===== src/rtl/ioctl_pkg.sv =====
// Shared types and constants for the ioctl upload path.
package ioctl_pkg;

    localparam int IOCTL_ADDR_W = 25;
    localparam int IOCTL_DW     = 8;

    localparam logic [IOCTL_DW-1:0] FILL_BYTE = 8'hFF;

    typedef enum logic [2:0] {
        S_IDLE  = 3'd0,
        S_GRANT = 3'd1,
        S_READY = 3'd2,
        S_READ  = 3'd3,
        S_LAT   = 3'd4,
        S_DONE  = 3'd5
    } upl_state_t;

endpackage


===== src/rtl/upl_lat_pipe.sv =====
// RAM read latency tracker: a LAT-deep valid shift register whose last stage
// marks the cycle in which ram_q carries the data for an issued ram_rd.
module upl_lat_pipe #(
    parameter int LAT = 1
) (
    input  logic clk_sys,
    input  logic RESET_n,
    input  logic i_flush,
    input  logic i_strobe,
    output logic o_cap
);

    logic [LAT-1:0] r_v;

    // Shift the read strobe down the pipe; flush drops abandoned reads.
    always_ff @(posedge clk_sys or negedge RESET_n) begin
        if (!RESET_n) begin
            r_v <= '0;
        end else if (i_flush) begin
            r_v <= '0;
        end else begin
            r_v[0] <= i_strobe;
            for (int i = 1; i < LAT; i++) begin
                r_v[i] <= r_v[i-1];
            end
        end
    end

    assign o_cap = r_v[LAT-1];

endmodule


===== src/rtl/ioctl_ram_uploader.sv =====
// HPS upload responder: answers ioctl reads for one index from a core RAM
// read port while holding the CPU paused for the whole session.
// Optional feature: UPLOAD_CSUM_EN makes address LENGTH return the two's
// complement of the 8-bit sum of RAM bytes served in the current session.
//
// state  | meaning
// IDLE   | no session; outputs quiet
// GRANT  | pause requested, waiting for paused
// READY  | accepting ioctl_rd
// READ   | ram_rd issued this cycle
// LAT    | waiting for RAM data capture strobe
// DONE   | session ended; drop pause_req
module ioctl_ram_uploader
    import ioctl_pkg::*;
#(
    parameter int ADDR_W  = 16,
    parameter int BASE    = 0,
    parameter int LENGTH  = 256,
    parameter int RAM_LAT = 1,
    parameter int INDEX   = 4
) (
    input  logic                    clk_sys,
    input  logic                    RESET_n,
    input  logic                    ioctl_upload,
    input  logic [7:0]              ioctl_index,
    input  logic                    ioctl_rd,
    input  logic [IOCTL_ADDR_W-1:0] ioctl_addr,
    output logic [IOCTL_DW-1:0]     ioctl_din,
    output logic                    ioctl_wait,
    output logic                    pause_req,
    input  logic                    paused,
    output logic [ADDR_W-1:0]       ram_addr,
    output logic                    ram_rd,
    input  logic [IOCTL_DW-1:0]     ram_q,
    output logic                    overrun
);

    upl_state_t r_state, w_state_nxt;

    logic                r_wait,   w_wait_nxt;
    logic                r_pause,  w_pause_nxt;
    logic [IOCTL_DW-1:0] r_din,    w_din_nxt;
    logic [ADDR_W-1:0]   r_ram_addr, w_addr_nxt;
    logic                r_ram_rd, w_ram_rd_nxt;
    logic                r_ovr,    w_ovr_nxt;

    logic                w_sess;
    logic                w_in_range;
    logic                w_is_csum;
    logic [IOCTL_DW-1:0] w_csum_byte;
    logic                w_cap;

    assign w_sess     = ioctl_upload && (ioctl_index == 8'(INDEX));
    assign w_in_range = ioctl_addr < IOCTL_ADDR_W'(LENGTH);

`ifdef UPLOAD_CSUM_EN
    logic [IOCTL_DW-1:0] r_sum;
    logic                w_sum_clr;
    logic                w_sum_add;

    assign w_is_csum   = ioctl_addr == IOCTL_ADDR_W'(LENGTH);
    assign w_csum_byte = ~r_sum + 8'd1;
    assign w_sum_clr   = (r_state == S_IDLE) && w_sess;
    assign w_sum_add   = (r_state == S_LAT) && w_sess && w_cap;

    // Running sum of RAM bytes returned since the session started.
    always_ff @(posedge clk_sys or negedge RESET_n) begin
        if (!RESET_n) begin
            r_sum <= '0;
        end else if (w_sum_clr) begin
            r_sum <= '0;
        end else if (w_sum_add) begin
            r_sum <= r_sum + ram_q;
        end
    end
`else
    assign w_is_csum   = 1'b0;
    assign w_csum_byte = FILL_BYTE;
`endif

    upl_lat_pipe #(
        .LAT      (RAM_LAT)
    ) u_lat_pipe (
        .clk_sys  (clk_sys),
        .RESET_n  (RESET_n),
        .i_flush  (r_state == S_DONE),
        .i_strobe (r_ram_rd),
        .o_cap    (w_cap)
    );

    // State and registered outputs.
    always_ff @(posedge clk_sys or negedge RESET_n) begin
        if (!RESET_n) begin
            r_state    <= S_IDLE;
            r_wait     <= 1'b0;
            r_pause    <= 1'b0;
            r_din      <= '0;
            r_ram_addr <= '0;
            r_ram_rd   <= 1'b0;
            r_ovr      <= 1'b0;
        end else begin
            r_state    <= w_state_nxt;
            r_wait     <= w_wait_nxt;
            r_pause    <= w_pause_nxt;
            r_din      <= w_din_nxt;
            r_ram_addr <= w_addr_nxt;
            r_ram_rd   <= w_ram_rd_nxt;
            r_ovr      <= w_ovr_nxt;
        end
    end

    // Next-state and output decisions. Session end wins over everything so an
    // outstanding read is dropped without issuing ram_rd. In IDLE a high sess
    // is always a fresh rise, since every session end passes through DONE.
    always_comb begin
        w_state_nxt  = r_state;
        w_wait_nxt   = r_wait;
        w_pause_nxt  = r_pause;
        w_din_nxt    = r_din;
        w_addr_nxt   = r_ram_addr;
        w_ram_rd_nxt = 1'b0;
        w_ovr_nxt    = r_ovr | (ioctl_rd & r_wait);
        case (r_state)
            S_IDLE: begin
                if (w_sess) begin
                    w_state_nxt = S_GRANT;
                    w_pause_nxt = 1'b1;
                    w_wait_nxt  = 1'b1;
                    w_ovr_nxt   = 1'b0;
                end
            end
            S_GRANT: begin
                if (!w_sess) begin
                    w_state_nxt = S_DONE;
                    w_wait_nxt  = 1'b0;
                end else if (paused) begin
                    w_state_nxt = S_READY;
                    w_wait_nxt  = 1'b0;
                end
            end
            S_READY: begin
                if (!w_sess) begin
                    w_state_nxt = S_DONE;
                    w_wait_nxt  = 1'b0;
                end else if (r_wait) begin
                    // closes the one-cycle wait pulse of a non-RAM read
                    w_wait_nxt = 1'b0;
                end else if (ioctl_rd) begin
                    w_wait_nxt = 1'b1;
                    if (w_in_range) begin
                        w_addr_nxt   = ADDR_W'(BASE) + ioctl_addr[ADDR_W-1:0];
                        w_ram_rd_nxt = 1'b1;
                        w_state_nxt  = S_READ;
                    end else begin
                        w_din_nxt = w_is_csum ? w_csum_byte : FILL_BYTE;
                    end
                end
            end
            S_READ: begin
                if (!w_sess) begin
                    w_state_nxt = S_DONE;
                    w_wait_nxt  = 1'b0;
                end else begin
                    w_state_nxt = S_LAT;
                end
            end
            S_LAT: begin
                if (!w_sess) begin
                    w_state_nxt = S_DONE;
                    w_wait_nxt  = 1'b0;
                end else if (w_cap) begin
                    w_din_nxt   = ram_q;
                    w_wait_nxt  = 1'b0;
                    w_state_nxt = S_READY;
                end
            end
            S_DONE: begin
                w_pause_nxt = 1'b0;
                w_wait_nxt  = 1'b0;
                w_state_nxt = S_IDLE;
            end
            default: begin
                w_state_nxt = S_IDLE;
                w_pause_nxt = 1'b0;
                w_wait_nxt  = 1'b0;
            end
        endcase
    end

    assign ioctl_din  = r_din;
    assign ioctl_wait = r_wait;
    assign pause_req  = r_pause;
    assign ram_addr   = r_ram_addr;
    assign ram_rd     = r_ram_rd;
    assign overrun    = r_ovr;

endmodule


===== config.mk =====
export PLATFORM = sky130hd
export DESIGN_NAME = ioctl_ram_uploader
export DESIGN_NICKNAME = d
export VERILOG_FILES = /design/src/rtl/ioctl_pkg.sv /design/src/rtl/upl_lat_pipe.sv /design/src/rtl/ioctl_ram_uploader.sv
export SDC_FILE = /design/constraint.sdc
export NUM_CORES = 1
export LEC_CHECK = 0
export BUFFER_PORTS_ARGS = -buffer_cell sky130_fd_sc_hd__buf_2
export CAP_MARGIN = 20
export CORE_MARGIN = 4
export CORE_UTILIZATION = 40
export DETAILED_ROUTE_END_ITERATION = 6
export PLACE_DENSITY = 0.72
export SYNTH_ARGS = -nofsm -noshare
export SYNTH_HDL_FRONTEND = slang
export SYNTH_HIERARCHICAL = 1
export SYNTH_SLANG_ARGS = --single-unit

===== constraint.sdc =====
create_clock -name clk_sys -period 2.5 [get_ports clk_sys]
set_input_delay 0.25 -clock clk_sys [delete_from_list [all_inputs] [get_ports clk_sys]]
set_output_delay 0.25 -clock clk_sys [all_outputs]
set_load 0.05 [all_outputs]

==> flow_summary.ini, run 1 <==
[drt]
wl_per_cell_um = 14.3
num_vias = 1255
drc_errors = 0
postRouteAntennaNets = 0
wirelength_um = 3540
routed_via_density = 5.06
drtPass1Iterations = 4
drtIter0Drc = 62

[logic_synthesis]
ys_ff_latch = 32
syn-instance-count = 123
syn_area_um2 = 1420
ys_seq_area_frac = 0.565
synthDistinctLibCells = 32
yosys_warnings = 6
synth_top_area_cell = dfrtp_1
synth_fp_nets = 169
synth_area_leaders = dfrtp_1 (57%), mux2_2 (5.6%), o22a_1 (4.9%), nor2b_1 (4.9%), nor2_1 (2.9%)
synth_top_area_share = 0.565
synth.avg_cell_area_um2 = 11.5

[clocking]
clk_path_buf_depth = 2
clockRootBuffer = clkbuf_4
clk_latency_ns = 0.33
postCtsHoldBufs = 1
clkSlewWorstSetupHoldPaths_ns = 0.10
cts-buffers-inserted = 5
clock_sinks = 32
cts_max_level = 2
ctsResizeCount = 0
postCtsSetupRepairBufs = 0
tritoncts = built

[timing]
post-route-min-period_ns = 1.93
relSlewSlack = 0.506
hold_viol_final = 0
finalMaxSlewViolations = 0
tightest_slew_ns = 0.735
rsz0062_at_grt = false
skew_ns = 0.00674
fmax_ghz = 0.519
fin_setup_tns_ns = 0
post-route-period-util = 0.771
setup_viol = 0
worst_slack_ns = 0.572

[pwr]
finalPower_uw = 1150
power_leakage_uw = 0.00105
powerDensity_nw_per_um2 = 606
ir_worst_vdd_mv = 0.392

[worst_setup_path]
slowest_stage = nor4_2
cp-start-kind = flop
end_kind = flop
crit_cells = 4
reg2reg_setup_slack_ns = 0.57
crit_path_start = r_state[1]
arrival_ns = 2.19
rr_startpoint = r_state[1]
cp_num_buf_inv = 0
cp_top_family = simple AND/OR/NAND/NOR gates
path_max_fanout = 16
worstReg2RegEnd = ioctl_din[6]
worstSetupPathType = flop to flop
worstPathCellList = nor2_1 > a311oi_1 > nor4_2 > o22a_1
worst-r2r-cell-count = 4
cpPeakStageDelay_ns = 0.65
required_ns = 2.77

[placement]
placed_area_um2 = 1830
portBuffers = 73
dp_hpwl_um = 2720
place_ws_ns = 0.467
gp_congestion = 0.802

[global_route]
grt-ovfl-total = 0
grt_start_max_net_pins = 33
grt_pass1_vias = 1287
globalRouteTotalUtil = 0.171
grt_pass1_wl_um = 5680
antenna_found_initial = 0

[min_path]
min_to = ram_addr[7]
hp-start = ioctl_addr[7]
hold_path_depth = 2
hold_class = primary input to flop

[finish]
nFillCells = 337
syn2layout_area_growth_pct = 34.1
diodes = 0
nets = 247
drive_above_1_share = 0.470
fin_area_um2 = 1900
final_core_util = 0.560

[floorplan]
fp.dieH_um = 67.5
core_um2 = 3390
initial_core_util = 0.418
io-pin-count = 74
die_x_um = 67.5
rows = 21
dieArea_um2 = 4560

[run_status]
status = complete, no violations

[flow_run]
maxCapViolCount = 0
## state kept, by name, summed over array words and instances (netlist names)
name / cells
ioctl_din: 8
ioctl_wait: 1
overrun: 1
pause_req: 1
r_state: 3
ram_addr: 16
ram_rd: 1
u_lat_pipe/o_cap: 1
## synthesized netlist by cell type
master     n
nor2b_1   11
or3_1      1
a21oi_1    8
nor3_1     3
nor4_4     1
nand2b_1   2
maj3_1     1
a22oi_1    1
nor3b_1    1
nor2_1    11
inv_1      1
a21o_1     1
dfrtp_1   32
nand4_2    1
mux2_1     1
or4_1      1
mux2_2     7
o221ai_1   1
a311oi_1   2
buf_6      1
a31oi_1    1
nor2b_4    1
o22a_1     8
nor4_1     3
nor3_2     1
and4_1     1
nand4_1    1
nand2_1    4
nor4_2     1
o21ai_0    6
clkbuf_1   4
nand3_1    4
## power breakdown
| part | total [µW] | internal [µW] | switching [µW] |
|---|---|---|---|
| clock network | 300 | 134 | 167 |
| logic | 248 | 103 | 146 |
| registers | 603 | 541 | 61.6 |
| total | 1150 | 777 | 374 |
## layout by cell type, fill, tap and decap left out
master / synthesis / routed
o22a_1: 8 / 8
buf_4: 0 / 2
a21oi_1: 8 / 8
a21o_1: 1 / 1
or3_1: 1 / 1
clkinv_2: 0 / 2
o21ai_0: 6 / 6
a31oi_1: 1 / 1
nor4_4: 1 / 1
maj3_1: 1 / 1
buf_2: 0 / 73
clkbuf_4: 0 / 5
or4_1: 1 / 1
clkbuf_8: 0 / 1
o221ai_1: 1 / 1
nor2b_4: 1 / 1
mux2_2: 7 / 7
nor2_1: 11 / 11
a311oi_1: 2 / 2
dlygate4sd3_1: 0 / 1
and4_1: 1 / 1
nor3_2: 1 / 1
nor4_1: 3 / 3
dfrtp_1: 32 / 32
nand3_1: 4 / 4
inv_1: 1 / 1
nor4_2: 1 / 1
nand2b_1: 2 / 2
nand2_1: 4 / 4
nand4_2: 1 / 1
mux2_1: 1 / 1
nor3_1: 3 / 3
nand4_1: 1 / 1
nor3b_1: 1 / 1
nor2b_1: 11 / 11
a22oi_1: 1 / 1
## kinds of logic (layout without fill, tap and decap cells)
logic type / count (synthesis) / in the layout / synth area share
adder cells (fa/ha/maj): 1 / 1 / 0.00707
AND/OR/NAND/NOR: 48 / 48 / 0.210
multiplexers: 8 / 8 / 0.0636
buffers and inverters: 6 / 85 / 0.0212
flip-flops: 32 / 32 / 0.565
AO/OA/AOI/OAI: 28 / 28 / 0.133
## metal layers
layer  track usage  routed length [µm]  vias up
met4        0.0684                  53        0
li1              -                   -      609
met1         0.186                1300      584
met3        0.0632                 400        5
met2         0.299                1780       57
met5             0                   0        -
## worst max path at each step
stage                              end  slack [ns]
after global placement     ram_addr[5]        0.52
after detailed placement   ram_addr[2]        0.47
final                     ioctl_din[6]        0.57
after floorplan            ram_addr[7]        0.57
after global routing      ioctl_din[6]        0.37
after CTS                 ioctl_din[6]        0.57
## per-stage QoR
step / hold slack, ns / std cells
4_1_cts: 0.120 / 248
3_3_place_gp: 0.311 / 239
2_1_floorplan: -0.0456 / 123
6_report: 0.136 / 248
3_5_place_dp: 0.332 / 239
5_1_grt: 0.120 / 248
## final cells by class
class                   count  area (µm²)  area share
inverters                   1        3.75     0.00198
well taps                  46        57.6      0.0303
clock buffers               6        51.3      0.0270
multi-input cells          85         586       0.308
clock inverters             2        10.0     0.00527
repair buffers             76         390       0.206
flip-flops and latches     32         801       0.422
(Power assumes the default switching activity.)
==> inputs of run 2 (changes only) <==
Clock period 2.5 ns to 1.96 ns, I/O delays scaled along.
==> run 2 against run 1 <==
Effect of this change: die area is the same; worst setup slack worse by 0.38 ns; non-clock buffer count up 3.
==> flow_summary.ini, run 2 (synthesis gave the netlist of run 1 again) <==
[run_status]
status = complete, no violations

[finish]
largest_reg_flops = 16
drive_above_1_share = 0.478
diodes = 0
nFillCells = 312
final_common_cell = buf_2
syn2layout_area_growth_pct = 38.1
fin_area_um2 = 1960
final_cell_mix = buf_2 (73), dfrtp_1 (32), nor2_1 (11), nor2b_1 (11)
nets = 250

[pwr]
ir_worst_vdd_mv = 0.523
powerDensity_nw_per_um2 = 838
power_leakage_uw = 0.00108

[worst_setup_path]
worst-r2r-cell-count = 4
cp_top_family = simple AND/OR/NAND/NOR gates
cp-endpoint = ioctl_din[5]
cpPeakStageDelay_ns = 0.61
worstReg2RegEnd = ioctl_din[5]
cp_num_buf_inv = 1
reg2reg_setup_slack_ns = 0.19
crit_cells = 4
arrival_ns = 2.03
slowest_stage = nor4_2
crit_path_start = r_state[2]
end_kind = flop
rr_startpoint = r_state[2]
path_max_fanout = 11
worstPathCellList = inv_1 > a31oi_1 > nor4_2 > o22a_1
worstSetupPathType = flop to flop
required_ns = 2.22
cp-start-kind = flop

[global_route]
grt_pass1_wl_um = 5300
use_met3 = 0.0616
top_usage_layer = met2
met2_usage = 0.253
grt-ovfl-total = 0
grtUsageMet1 = 0.187
antenna_found_initial = 0
grt_pass1_vias = 1249
globalRouteTotalUtil = 0.157
grt_start_max_net_pins = 33

[timing]
finalMaxSlewViolations = 0
skew_ns = 0.00666
tightest_slew_ns = 0.791
relSlewSlack = 0.468
post-route-min-period_ns = 1.77
hold_viol_final = 0
rsz0062_at_grt = false
setup_viol = 0
fin_setup_tns_ns = 0
fmax_ghz = 0.565
post-route-period-util = 0.903

[clocking]
clkSlewWorstSetupHoldPaths_ns = 0.09
postCtsHoldBufs = 1
clock_sinks = 32
postCtsSetupRepairBufs = 0
cts_max_level = 2
clk_path_buf_depth = 2
tritoncts = built
ctsResizeCount = 0
cts-buffers-inserted = 5
clk_latency_ns = 0.32
clockRootBuffer = clkbuf_4

[placement]
gp_congestion = 0.810
portBuffers = 73
placed_area_um2 = 1850
dp_hpwl_um = 2600

[floorplan]
dieArea_um2 = 4560
initial_core_util = 0.418
core_um2 = 3390
fp.dieH_um = 67.5
io-pin-count = 74
rows = 21
die_x_um = 67.5

[drt]
postRouteAntennaNets = 0
drc_errors = 0
drtPass1Iterations = 4
num_vias = 1270
drtIter0Drc = 49
wl_per_cell_um = 13.5
wirelength_um = 3390
routed_via_density = 5.06

[flow_run]
maxCapViolCount = 0

[min_path]
hold_class = primary input to flop
[run 2: changes by cell type in the layout (fill, tap and decap cells not counted)]
cell       change
bufinv_16      +1
clkbuf_8       +1
buf_4          +3
clkinv_2       -2
[run 2: worst min-delay path by stage]
stage                               to  slack [ns]  depth (start not counted)          start
after floorplan           ioctl_din[0]        -0.1                          0        RESET_n
after global placement    ram_addr[13]        0.27                          1        RESET_n
after detailed placement  ram_addr[13]        0.28                          1        RESET_n
after CTS                  ram_addr[7]        0.07                          2  ioctl_addr[7]
after global routing       ram_addr[6]        0.06                          2  ioctl_addr[6]
final                      ram_addr[7]        0.09                          2  ioctl_addr[7]
[run 2: area by class of cell]
| class | count | area, µm² | share of cell area |
|---|---|---|---|
| multi-input cells | 85 | 586 | 0.299 |
| repair buffers | 79 | 413 | 0.211 |
| well taps | 46 | 57.6 | 0.0294 |
| clock buffers | 7 | 65.1 | 0.0333 |
| flip-flops and latches | 32 | 801 | 0.409 |
| inverters | 1 | 3.75 | 0.00192 |
| clock inverters | 1 | 30.0 | 0.0154 |
[run 2: per-layer routing]
| layer | share of wire | vias up |
|---|---|---|
| li1 | - | 612 |
| met1 | 0.41 | 600 |
| met2 | 0.47 | 54 |
| met3 | 0.11 | 4 |
| met4 | 0.0094 | 0 |
| met5 | 0 | - |
[run 2: power breakdown]
part           switching [µW]  leakage [µW]  total (µW)  internal (µW)
Combinational             203      0.000586         347            144
Sequential               50.9      0.000442         742            691
Clock                     212     0.0000515         551            339
Total                     466       0.00108        1640           1170
[run 2: per-stage QoR]
stage               power [µW]  setup slack, ns  cells  hold slack, ns   util
floorplan                  966           0.0300    123         -0.0996      -
global placement          1090            0.133    242           0.268  0.546
detailed placement        1100           0.0577    242           0.281  0.546
CTS                       1660            0.156    251          0.0746  0.577
global route              1750           0.0341    251          0.0621  0.577
finish                    1640            0.189    251          0.0871  0.577
==> inputs of run 3 (changes only) <==
Settings changed: ABC_AREA set to 1, CORE_ASPECT_RATIO set to 1.25, PLACE_DENSITY 0.72 to 0.7, SLEW_MARGIN set to 20.
==> run 3 against run 2 <==
Effect of this change: wire length is 2.7% higher; largest power group unchanged; critical path type unchanged; highest routed layer unchanged; global-route usage decreased by 0.86 points; total power up 7.0%.
==> flow_summary.ini, run 3 <==
[worst_setup_path]
worstSetupPathType = flop to flop
cp_num_buf_inv = 1
cp-start-kind = flop
reg2reg_setup_slack_ns = 0.35
path_max_fanout = 11
cpPeakStageDelay_ns = 0.51
rr_startpoint = r_state[1]
required_ns = 2.13
worstPathCellList = nor2_2 > nand2_1 > inv_1 > a21oi_4 > nand2_4 > nand2_1 > nand2_1
worst-r2r-cell-count = 7
arrival_ns = 1.78
end_kind = flop
cp_top_family = simple AND/OR/NAND/NOR gates
crit_top_cell = nand2_1
worstReg2RegEnd = ioctl_din[6]
crit_path_start = r_state[1]
slowest_stage = dfrtp_1

[finish]
syn2layout_area_growth_pct = 31.6
final_cell_mix = buf_2 (73), nand2_1 (65), dfrtp_1 (32)
largest_reg_flops = 16
fin_area_um2 = 2100
stdcell_count = 331
nets = 323
drive_above_1_share = 0.390
final_common_cell = buf_2
diodes = 0

[clocking]
clock_sinks = 32
clk_latency_ns = 0.28
ctsResizeCount = 0
cts_max_level = 2
cts-buffers-inserted = 5
tritoncts = built
postCtsHoldBufs = 1
postCtsSetupRepairBufs = 0
clkSlewWorstSetupHoldPaths_ns = 0.06
clk_path_buf_depth = 2
clockRootBuffer = clkbuf_8

[placement]
dp_hpwl_um = 2800
placed_area_um2 = 2010
placed_cells = 323
place_ws_ns = 0.375
gp_congestion = 0.873
portBuffers = 73

[drt]
postRouteAntennaNets = 0
wirelength_um = 3490
wl_per_cell_um = 10.5
num_vias = 1498
routed_via_density = 4.53
drtIter0Drc = 86
drtPass1Iterations = 4
drc_errors = 0

[timing]
holdWs_ns = 0.111
relSlewSlack = 0.531
worst_slack_ns = 0.353
setup_viol = 0
tightest_slew_ns = 0.703
rsz0062_at_grt = false
post-route-period-util = 0.820
fin_setup_tns_ns = 0
skew_ns = 0.00409
finalMaxSlewViolations = 0
post-route-min-period_ns = 1.61
fmax_ghz = 0.622
hold_viol_final = 0

[pwr]
powerDensity_nw_per_um2 = 835
ir_worst_vdd_mv = 0.285
power_leakage_uw = 0.00121

[floorplan]
rows = 25
die_x_um = 64.5
core_um2 = 3820
fp.dieH_um = 78.6
dieArea_um2 = 5070
initial_core_util = 0.418
io-pin-count = 74

[logic_synthesis]
synthTopCellsByCount = nand2_1 (65), dfrtp_1 (32), nor2_1 (27)
synth_fp_nets = 244
synth.most_common_cell = nand2_1
syn_area_um2 = 1600
synth_edf_count = 0
synth_area_leaders = dfrtp_1 (50%), nand2_1 (15%), nor2_1 (6.3%), nand3_1 (4.7%), inv_1 (4.0%)
syn-instance-count = 198
synthDistinctLibCells = 27
ys_seq_area_frac = 0.502
yosys_warnings = 6
ys.flop_type = dfrtp_1
synth_top_area_share = 0.502
synth.avg_cell_area_um2 = 8.06
async_flop_share = 1.00
synth_top_area_cell = dfrtp_1
ys_ff_latch = 32

[min_path]
min_to = ram_addr[3]
hp-start = ioctl_addr[3]
hold_class = primary input to flop
hold_path_depth = 3

[global_route]
globalRouteTotalUtil = 0.148
antenna_found_initial = 0
grt_pass1_wl_um = 5920
grt-ovfl-total = 0
grt_start_max_net_pins = 33
grt_pass1_vias = 1454

[flow_run]
maxCapViolCount = 0

[run_status]
status = complete, no violations
[run 3: worst register-to-register path: stages, from the launching register on]
cell,delay (ns)
dfrtp_1,0.51
nor2_2,0.10
nand2_1,0.22
inv_1,0.13
a21oi_4,0.30
nand2_4,0.12
nand2_1,0.07
nand2_1,0.05
[run 3: cell families after synthesis]
family,after synthesis,share of synthesized area
simple gates,136,0.406
flops,32,0.502
buf+inv,23,0.0627
compound gates,7,0.0298
[run 3: power by group]
part / switching [µW] / internal, µW
clock: 231 / 241
sequential: 38.7 / 701
combinational: 358 / 185
[run 3: metrics by stage]
stage	power, µW	utilization
detailed placement	1300	0.528
global route	1870	0.550
finish	1760	0.550
global placement	1290	0.528
CTS	1770	0.550
floorplan	1170	-
[run 3: how the worst max path moves through the flow]
| stage | end | slack (ns) | depth (start not counted) |
|---|---|---|---|
| final | ioctl_din[6] | 0.35 | 7 |
| after global routing | ioctl_din[7] | 0.18 | 7 |
| after CTS | ioctl_din[5] | 0.36 | 7 |
| after detailed placement | ioctl_din[6] | 0.38 | 7 |
| after global placement | ram_addr[9] | 0.43 | 7 |
| after floorplan | ioctl_din[0] | 0.52 | 6 |
[run 3: final cells by class]
type / instances / area (µm²)
inverter: 20 / 76.3
clock inverter: 1 / 5.00
tap: 54 / 67.6
multi-input combinational: 143 / 696
clock buffer: 6 / 72.6
sequential: 32 / 801
timing repair buffer: 75 / 383
fill: 385 / 1720
[run 3: metal layers]
layer	vias up	wire length (µm)	share of wire	global-route usage
met5	-	0	0	0
met4	0	70	0.020	0.0655
met3	7	300	0.086	0.0315
met2	63	1710	0.49	0.255
met1	664	1410	0.40	0.176
li1	764	-	-	-
